## config.mk

```make
export PLATFORM = sky130hd
export DESIGN_NAME = verificador_contador
export DESIGN_NICKNAME = d
export VERILOG_FILES = /design/src/rtl/verificador_contador.sv
export SDC_FILE = /design/constraint.sdc
export NUM_CORES = 1
export LEC_CHECK = 0
export ABC_AREA = 0
export CORE_MARGIN = 5
export CORE_UTILIZATION = 33
export CTS_CLUSTER_SIZE = 14
export DETAILED_ROUTE_END_ITERATION = 16
export HOLD_SLACK_MARGIN = 0.08
export SLEW_MARGIN = 10
export SYNTH_ARGS = -nofsm -noshare
export SYNTH_HDL_FRONTEND = slang
export SYNTH_SLANG_ARGS = --single-unit
```

## constraint.sdc

```tcl
create_clock -name CLK -period 2.8 [get_ports CLK]
set_clock_uncertainty 0.05 [all_clocks]
set_input_delay 0.42 -clock CLK [delete_from_list [all_inputs] [get_ports CLK]]
set_output_delay 0.42 -clock CLK [all_outputs]
set_load 0.02 [all_outputs]
```

## src/rtl/verificador_contador.sv

```systemverilog
// verificador_contador
// Passive checker for the cascaded N-bit counter. It watches the same
// ENB/MODO/D controls the counter receives, keeps its own reference count
// (EXP) and compares the counter's Q, RCO and Paridad against it.
//
// Ports
//   CLK       clock, rising edge
//   RESET     synchronous, active-high reset
//   ENB       counter enable (shared net with the counter)
//   MODO[1:0] counter mode: 00 +1, 01 -1, 10 +3, 11 load D
//   D[N-1:0]  counter load value
//   Q[N-1:0]  observed counter value
//   RCO       observed ripple-carry out
//   Paridad   observed parity of Q
//   SYNC      high while in LOCKED
//   ERR       one-cycle pulse per detected mismatch
//   ERR_CODE  sticky mismatch mask {Paridad, RCO, Q}
//   ERR_CNT   saturating mismatch event count
//
// Build option: VERIFICADOR_RCO_CHECK_EN enables modelling and checking of
// RCO. Without it the RCO input is ignored and ERR_CODE[1] stays 0.
//
// state    | meaning
// ---------+-------------------------------------------------------------
// UNLOCKED | after reset, no comparisons, waits for a load
// LOCKED   | EXP tracks the counter, outputs compared every cycle
// FAULT    | mismatch seen, no comparisons, waits for a load to relock
//
// N must be a multiple of 4 (nibble-cascaded counter).
module verificador_contador #(
  parameter int N = 16
) (
  input  logic         CLK,
  input  logic         RESET,
  input  logic         ENB,
  input  logic [1:0]   MODO,
  input  logic [N-1:0] D,
  input  logic [N-1:0] Q,
  input  logic         RCO,
  input  logic         Paridad,
  output logic         SYNC,
  output logic         ERR,
  output logic [2:0]   ERR_CODE,
  output logic [7:0]   ERR_CNT
);

  typedef enum logic [1:0] {
    UNLOCKED = 2'b00,
    LOCKED   = 2'b01,
    FAULT    = 2'b10
  } state_t;

  state_t       state;
  logic [N-1:0] exp_q;
  logic [N-1:0] exp_next;
  logic         load;
  logic [2:0]   mis;

  assign load = ENB && (MODO == 2'b11);

  always_comb begin
    exp_next = exp_q;
    if (ENB) begin
      case (MODO)
        2'b00:   exp_next = exp_q + N'(1);
        2'b01:   exp_next = exp_q - N'(1);
        2'b10:   exp_next = exp_q + N'(3);
        default: exp_next = D;
      endcase
    end
  end

`ifdef VERIFICADOR_RCO_CHECK_EN
  logic exp_rco;
  logic rco_next;

  // Carry/borrow of the step, derived from EXP without a wide adder:
  // +1 carries from all-ones, -1 borrows from zero, +3 carries when EXP
  // is one of the top three values (upper bits all ones, low pair != 00).
  always_comb begin
    rco_next = 1'b0;
    if (ENB) begin
      case (MODO)
        2'b00:   rco_next = &exp_q;
        2'b01:   rco_next = ~|exp_q;
        2'b10:   rco_next = (&exp_q[N-1:2]) && (|exp_q[1:0]);
        default: rco_next = 1'b0;
      endcase
    end
  end

  // Outside LOCKED the only step taken is a load, whose expected RCO is 0.
  always_ff @(posedge CLK) begin
    if (RESET)
      exp_rco <= 1'b0;
    else if (state == LOCKED)
      exp_rco <= rco_next;
    else
      exp_rco <= 1'b0;
  end

  assign mis[1] = (RCO != exp_rco);
`else
  logic unused_rco;
  assign unused_rco = RCO;
  assign mis[1]     = 1'b0;
`endif

  assign mis[0] = (Q != exp_q);
  assign mis[2] = (Paridad != (^Q));

  always_ff @(posedge CLK) begin
    if (RESET) begin
      state    <= UNLOCKED;
      exp_q    <= '0;
      SYNC     <= 1'b0;
      ERR      <= 1'b0;
      ERR_CODE <= 3'b000;
      ERR_CNT  <= 8'd0;
    end else begin
      ERR <= 1'b0;
      case (state)
        UNLOCKED, FAULT: begin
          if (load) begin
            exp_q <= D;
            state <= LOCKED;
            SYNC  <= 1'b1;
          end
        end
        LOCKED: begin
          exp_q <= exp_next;
          if (|mis) begin
            ERR      <= 1'b1;
            ERR_CODE <= ERR_CODE | mis;
            if (ERR_CNT != 8'hFF)
              ERR_CNT <= ERR_CNT + 8'd1;
            // A simultaneous load resynchronises EXP, so stay locked.
            if (!load) begin
              state <= FAULT;
              SYNC  <= 1'b0;
            end
          end
        end
        default: begin
          state <= UNLOCKED;
          SYNC  <= 1'b0;
        end
      endcase
    end
  end

endmodule
```

==> results of run 1 <==
==> worst max-delay path: stages <==
cell and delay, ns:
clkdlybuf4s50_1 0.49, xor2_1 0.19, xnor2_1 0.16, xnor3_1 0.45, xnor2_1 0.23, nor2_2 0.10
buf_4 0.16, or4_1 0.46, a21oi_1 0.15
==> path summary, 6_finish.rpt <==
check               end  slack (ns)  cells after the start
min          ERR_CNT[6]        0.43                      2
max          ERR_CNT[5]        0.17                      9
min reg2reg  ERR_CNT[6]        0.43                      2
max reg2reg    exp_q[8]        0.33                     10
==> routing by layer <==
layer	up-vias	part of all wire (%)	global-route usage, %
met2	76	47	28.1
met5	-	0	0
met1	1438	47	23.4
li1	1531	-	-
met4	0	0.88	4.64
met3	6	5.3	3.38
==> Yosys cell counts, drive strengths merged, types with 4 or more instances <==
master  instances
or3             4
xor2           21
a31oi           8
a21oi          23
clkbuf         24
ha              6
or4             6
buf            10
nor2           28
a21o            4
o21ai          15
nand4           6
dfxtp          30
and2            6
a211oi          5
nor3           13
nor4            5
nor2b           4
nor3b           4
mux2i           5
xnor2          20
nand3          19
nand2          32
o21a            4
o31ai           7
inv            11
==> cells by family after synthesis <==
| logic type | Yosys count | share of synthesized area, % |
|---|---|---|
| mux | 8 | 2.96 |
| buf+inv | 46 | 6.54 |
| simple gates | 141 | 26.1 |
| xor+xnor | 42 | 13.7 |
| compound gates | 105 | 25.9 |
| other cells | 1 | 0.132 |
| flops | 30 | 21.2 |
| fa+ha+maj | 7 | 3.36 |
==> area by class of cell <==
| type | instances | share of cell area [%] |
|---|---|---|
| multi-input combinational | 304 | 55.0 |
| timing repair buffer | 94 | 22.0 |
| sequential | 30 | 15.9 |
| tap | 105 | 3.48 |
| clock buffer | 7 | 2.29 |
| inverter | 12 | 1.19 |
| clock inverter | 1 | 0.133 |
==> sequential cells by signal, indices dropped and copies added (netlist names) <==
| signal | cells |
|---|---|
| state | 2 |
| ERR_CNT | 8 |
| ERR_CODE | 2 |
| SYNC | 1 |
| ERR | 1 |
| exp_q | 16 |
==> metrics by stage <==
stage	instance area [um^2]	power, mW	worst slack (ns)
after global placement	3650	0.863	-0.418
after global routing	3780	1.33	0.0180
after floorplan	2830	0.701	0.0917
after CTS	3780	1.27	0.152
after detailed placement	3650	0.867	-0.590
final	3780	1.26	0.171
==> repair_timing <==
item | in CTS | in global routing
gates resized for setup | 12 | 0
setup endpoints to repair | 7 | 0
endpoints found under the hold margin | 0 | 0
==> power by group through the flow <==
stage / logic (mW) / clock network, mW / registers (mW)
4_1_cts: 0.396 / 0.401 / 0.469
3_5_place_dp: 0.388 / 0 / 0.478
5_1_grt: 0.433 / 0.422 / 0.472
2_1_floorplan: 0.238 / 0 / 0.463
6_report: 0.396 / 0.393 / 0.469
3_3_place_gp: 0.385 / 0 / 0.478
==> run_results.csv, run 1 <==
group,metric,value,unit
drt,num_vias,3051,
power_and_ir_drop,p_leak,1.40,nW
finish,fillers,821,
setup_path,r2r-start,"exp_q[0]",
drt,drt-initial-drc-count,137,
synth,synthTopCellsByArea,"dfxtp_1 21%, xor2_1 6.5%, xnor2_1 5.9%, nand2_1 4.2%, a21oi_1 4.1%",
global_route,grt-ovfl-total,0,
placement,placed_cells,545,
sta,fin_hold_ws,0.434,ns
drt,antenna_left,0,
finish,seqCellArea,601,um^2
setup_path,crit_path_end_kind,"flop",
finish,mostFrequentLayoutCell,"clkdlybuf4s50_1",
floorplanning,num_rows,33,
job,drv_cap,0,
hold_path,hp-class,"reg2reg",
power_and_ir_drop,power_switching,406,uW
synth,synthCells,380,
synth,synth_top_area_cell,"dfxtp_1",
synth,synth_edf_count,0,
floorplanning,initial_utilization,34.1,%
sta,final.min_clock_period,2.63,ns
setup_path,critPathArrivalTime,2.81,ns
clocking,cts_hold_buf,0,
power_and_ir_drop,power_frac_clock,31.2,%
synth,synth_top_area_share,21.2,%
floorplanning,die_h,103,um
global_route,grt_pass1_vias,2932,
power_and_ir_drop,switching_share,32.3,%
synth,synth-seq-cells,30,
setup_path,crit_fanout,6,
finish,finish.utilization,45.5,%
floorplanning,dieArea,10500,um^2
placement,place_congestion,0.858,
synth,avgSynthCellArea,7.45,um^2
sta,setup_viol,0,
setup_path,crit_start,"Q[15]",
synth,syn_nets,426,
finish,drive_gt1_share,16.1,%
sta,setup-tns-final,0,ns
clocking,cts_sinks,30,
synth,seq_area_frac_synth,21.2,%
run_status,status,"complete, no violations",
placement,hpwlAfterDp,6530,um
synth,syn_area,2830,um^2
global_route,grt_max_degree,28,
synth,async_reset_ff_share,0,%
finish,multiInputGateArea,2080,um^2
placement,numPortBuffers,49,
clocking,clockBufferDepth,2,
clocking,clk_latency,0.30,ns
clocking,clk_pin_slew,0.07,ns
sta,fmax,0.380,GHz
finish,synthToLayoutAreaGrowth,33.4,%
sta,rsz0062_at_grt,"false",
global_route,antenna_found_initial,0,
drt,post_drt_via_cell_ratio,5.52,
power_and_ir_drop,p_seq_share,37.3,%
finish,final_cell_mix,"47 x clkdlybuf4s50_1, 44 x buf_4, 32 x nand2_1, 30 x dfxtp_1, 27 x nor2_1",
drt,post_drt_wl_per_cell,15.8,um
synth,ys.flop_type,"dfxtp_1",
sta,final_hold_viol_count,0,
hold_path,hold_start,"ERR_CNT[6]",
finish,antennaDiodeCount,0,
sta,slew_headroom,65.4,%
global_route,grt.total_usage,17.3,%
sta,final-max-slew-violation-count,0,
synth,synth.distinct_cells,70,
sta,min_period_over_period,93.9,%
floorplanning,die_w,103,um
clocking,htree_levels,2,
setup_path,cp.required,2.98,ns
clocking,cts_tree,"yes",
floorplanning,boundaryPins,52,
finish,final-instance-count-excl-fill,553,
setup_path,start_kind,"input port",
synth,synth_warnings,0,
power_and_ir_drop,p_int,852,uW
floorplanning,core_area,8300,um^2
sta,tightest_slew,0.518,ns
power_and_ir_drop,ir_worst_vdd,0.140,mV
setup_path,crit_type,"in2reg",
finish,nets,493,
power_and_ir_drop,combPwrFrac,31.5,%
clocking,cts_buffers,5,
drt,drc,0,
clocking,root_buffer,"clkbuf_8",
clocking,post_cts_buffers,0,
power_and_ir_drop,p_per_area,333,nW/um^2
drt,drt_wl_total,8720,um
global_route,grt_pass1_wl,14500,um
drt,drtPass1Iterations,5,
No activity file was read; power rests on OpenSTA's default activity.
==> run 2, diff against run 1 <==
CORE_MARGIN = unset   (was 5)
==> run 2 against run 1 <==
  * Combinational power is 7.6% higher
  * Sequential cell count stayed put
  * Critical endpoint is now ERR_CNT[7]
  * Power is 16% higher
==> run_results.csv, run 2 (synthesis results as in run 1) <==
group,metric,value,unit
run_status,status,"complete, no violations",
floorplanning,boundaryPins,52,
drt,drt-initial-drc-count,204,
setup_path,cp.depth,9,
clocking,cts_tree,"yes",
setup_path,critPathArrivalTime,2.79,ns
sta,final.min_clock_period,2.62,ns
sta,rsz0062_at_grt,"false",
power_and_ir_drop,combPwrFrac,29.1,%
job,drv_cap,0,
floorplanning,dieArea,8950,um^2
global_route,grt_pass1_wl,14500,um
hold_path,hp-class,"reg2reg",
sta,tightest_slew,0.505,ns
setup_path,cp_cell_sequence,"clkdlybuf4s50_1 -> xnor2_1 -> xnor2_1 -> xnor3_1 -> xnor2_2 -> nor2_2 -> buf_4 -> or4_1 -> a21oi_1",
setup_path,r2r_setup_slack,0.39,ns
hold_path,hold_path_depth,2,
clocking,root_buffer,"clkbuf_8",
hold_path,holdPathEnd,"ERR_CODE[0]",
drt,drt_wl_total,8890,um
global_route,grt_pass1_vias,2945,
floorplanning,die_w,94.6,um
clocking,clk_latency,0.28,ns
hold_path,hold_start,"ERR_CODE[0]",
setup_path,crit_path_end_kind,"flop",
clocking,htree_levels,2,
global_route,grt.total_usage,20.5,%
setup_path,crit_type,"in2reg",
global_route,antenna_found_initial,0,
finish,nets,498,
drt,drtPass1Iterations,4,
power_and_ir_drop,ir_worst_vdd,0.204,mV
clocking,cts_buffers,5,
setup_path,crit_start,"Q[11]",
setup_path,crit_fanout,4,
power_and_ir_drop,p_seq_share,32.0,%
finish,largestRegisters,"exp_q: 16 flops, ERR_CNT: 8 flops",
setup_path,cp.required,2.97,ns
power_and_ir_drop,switching_share,28.3,%
clocking,clk_pin_slew,0.08,ns
floorplanning,initial_utilization,34.3,%
sta,fin_hold_ws,0.434,ns
drt,post_drt_wl_per_cell,15.9,um
sta,setup-tns-final,0,ns
power_and_ir_drop,p_int,1.05,mW
finish,largest_register,"exp_q",
setup_path,slowest_delay,0.48,ns
sta,fmax,0.381,GHz
power_and_ir_drop,power_switching,414,uW
power_and_ir_drop,power_frac_clock,38.9,%
setup_path,r2r-end,"exp_q[8]",
finish,drive_gt1_share,18.1,%
sta,final_hold_viol_count,0,
placement,hpwlAfterDp,6570,um
sta,slew_headroom,66.3,%
finish,largest_reg_flops,16,
clocking,clockBufferDepth,2,
drt,drc,0,
power_and_ir_drop,p_per_area,375,nW/um^2
setup_path,cpMaxStageDelayCell,"clkdlybuf4s50_1",
finish,synthToLayoutAreaGrowth,38.0,%
drt,num_vias,3124,
finish,fillers,835,
setup_path,path_delay_family,"XOR/XNOR gates",
global_route,grt_max_degree,28,
floorplanning,num_rows,33,
floorplanning,die_h,94.6,um
placement,place_congestion,0.854,
setup_path,rr_worst_depth,10,
setup_path,crit_path_frequent_cell,"xnor2_1",
floorplanning,core_area,8260,um^2
power_and_ir_drop,power.total,1.46,mW
setup_path,r2r-start,"exp_q[0]",
sta,min_period_over_period,93.6,%
setup_path,start_kind,"input port",
finish,mostFrequentLayoutCell,"buf_4",
power_and_ir_drop,p_leak,1.47,nW
sta,setup_viol,0,
placement,numPortBuffers,49,
setup_path,path_buf_inv,2,
drt,antenna_left,0,
sta,final-max-slew-violation-count,0,
placement,placed_cells,550,
finish,antennaDiodeCount,0,
finish,final-instance-count-excl-fill,558,
global_route,grt-ovfl-total,0,
finish,final_cell_mix,"49 x buf_4, 47 x clkdlybuf4s50_1, 32 x nand2_1, 30 x dfxtp_1, 27 x nor2_1",
drt,post_drt_via_cell_ratio,5.60,
clocking,cts_sinks,30,
[run 2: power by group through the flow]
stage,Combinational [mW],Sequential [mW],Clock (mW)
CTS,0.411,0.467,0.580
global placement,0.396,0.477,0
detailed placement,0.400,0.477,0
floorplan,0.238,0.463,0
finish,0.426,0.468,0.570
global route,0.462,0.471,0.603
[run 2: worst max path at each step]
stage          slack, ns          to
2_1_floorplan       0.09    exp_q[9]
3_3_place_gp       -0.43   exp_q[14]
3_5_place_dp       -0.49   exp_q[14]
4_1_cts            0.003    exp_q[8]
5_1_grt             0.08  ERR_CNT[4]
6_report            0.18  ERR_CNT[7]
[run 2: routing by layer]
metal | share of wire, % | wire [um] | vias to the layer above | track usage (%)
met5 | 0 | 0 | - | 0
met4 | 0.84 | 75 | 0 | 3.79
met3 | 4.8 | 429 | 9 | 3.14
met2 | 47 | 4200 | 85 | 33.7
met1 | 47 | 4180 | 1492 | 28.3
li1 | - | - | 1538 | -
[run 2: worst min-delay path, delay by kind of cell (launching register included)]
family | cells | cell delay [ns]
compound gates | 1 | 0.05
flops | 1 | 0.34
simple gates | 1 | 0.07
[run 2: area by class of cell]
type / count / area, um^2 / area share (%)
multi-input combinational: 304 / 2100 / 53.8
timing repair buffer: 99 / 883 / 22.6
sequential: 30 / 601 / 15.4
tap: 105 / 131 / 3.36
clock buffer: 6 / 82.6 / 2.11
clock inverter: 2 / 60.1 / 1.54
inverter: 12 / 45.0 / 1.15
[run 2: timing repair]
item	4_1_cts	5_1_grt
setup endpoints to repair	9	12
buffers inserted	0	0
gates cloned	0	0
hold endpoints to repair	0	0
pin swaps	4	3
hold buffers	0	0
gates resized for setup	10	6
[run 2: through the flow]
stage	setup slack, ns	instance area, um^2	utilization [%]
2_1_floorplan	0.0917	2830	-
3_3_place_gp	-0.425	3700	44.8
3_5_place_dp	-0.491	3700	44.8
4_1_cts	0.00343	3880	47.0
5_1_grt	0.0820	3910	47.3
6_report	0.178	3910	47.3
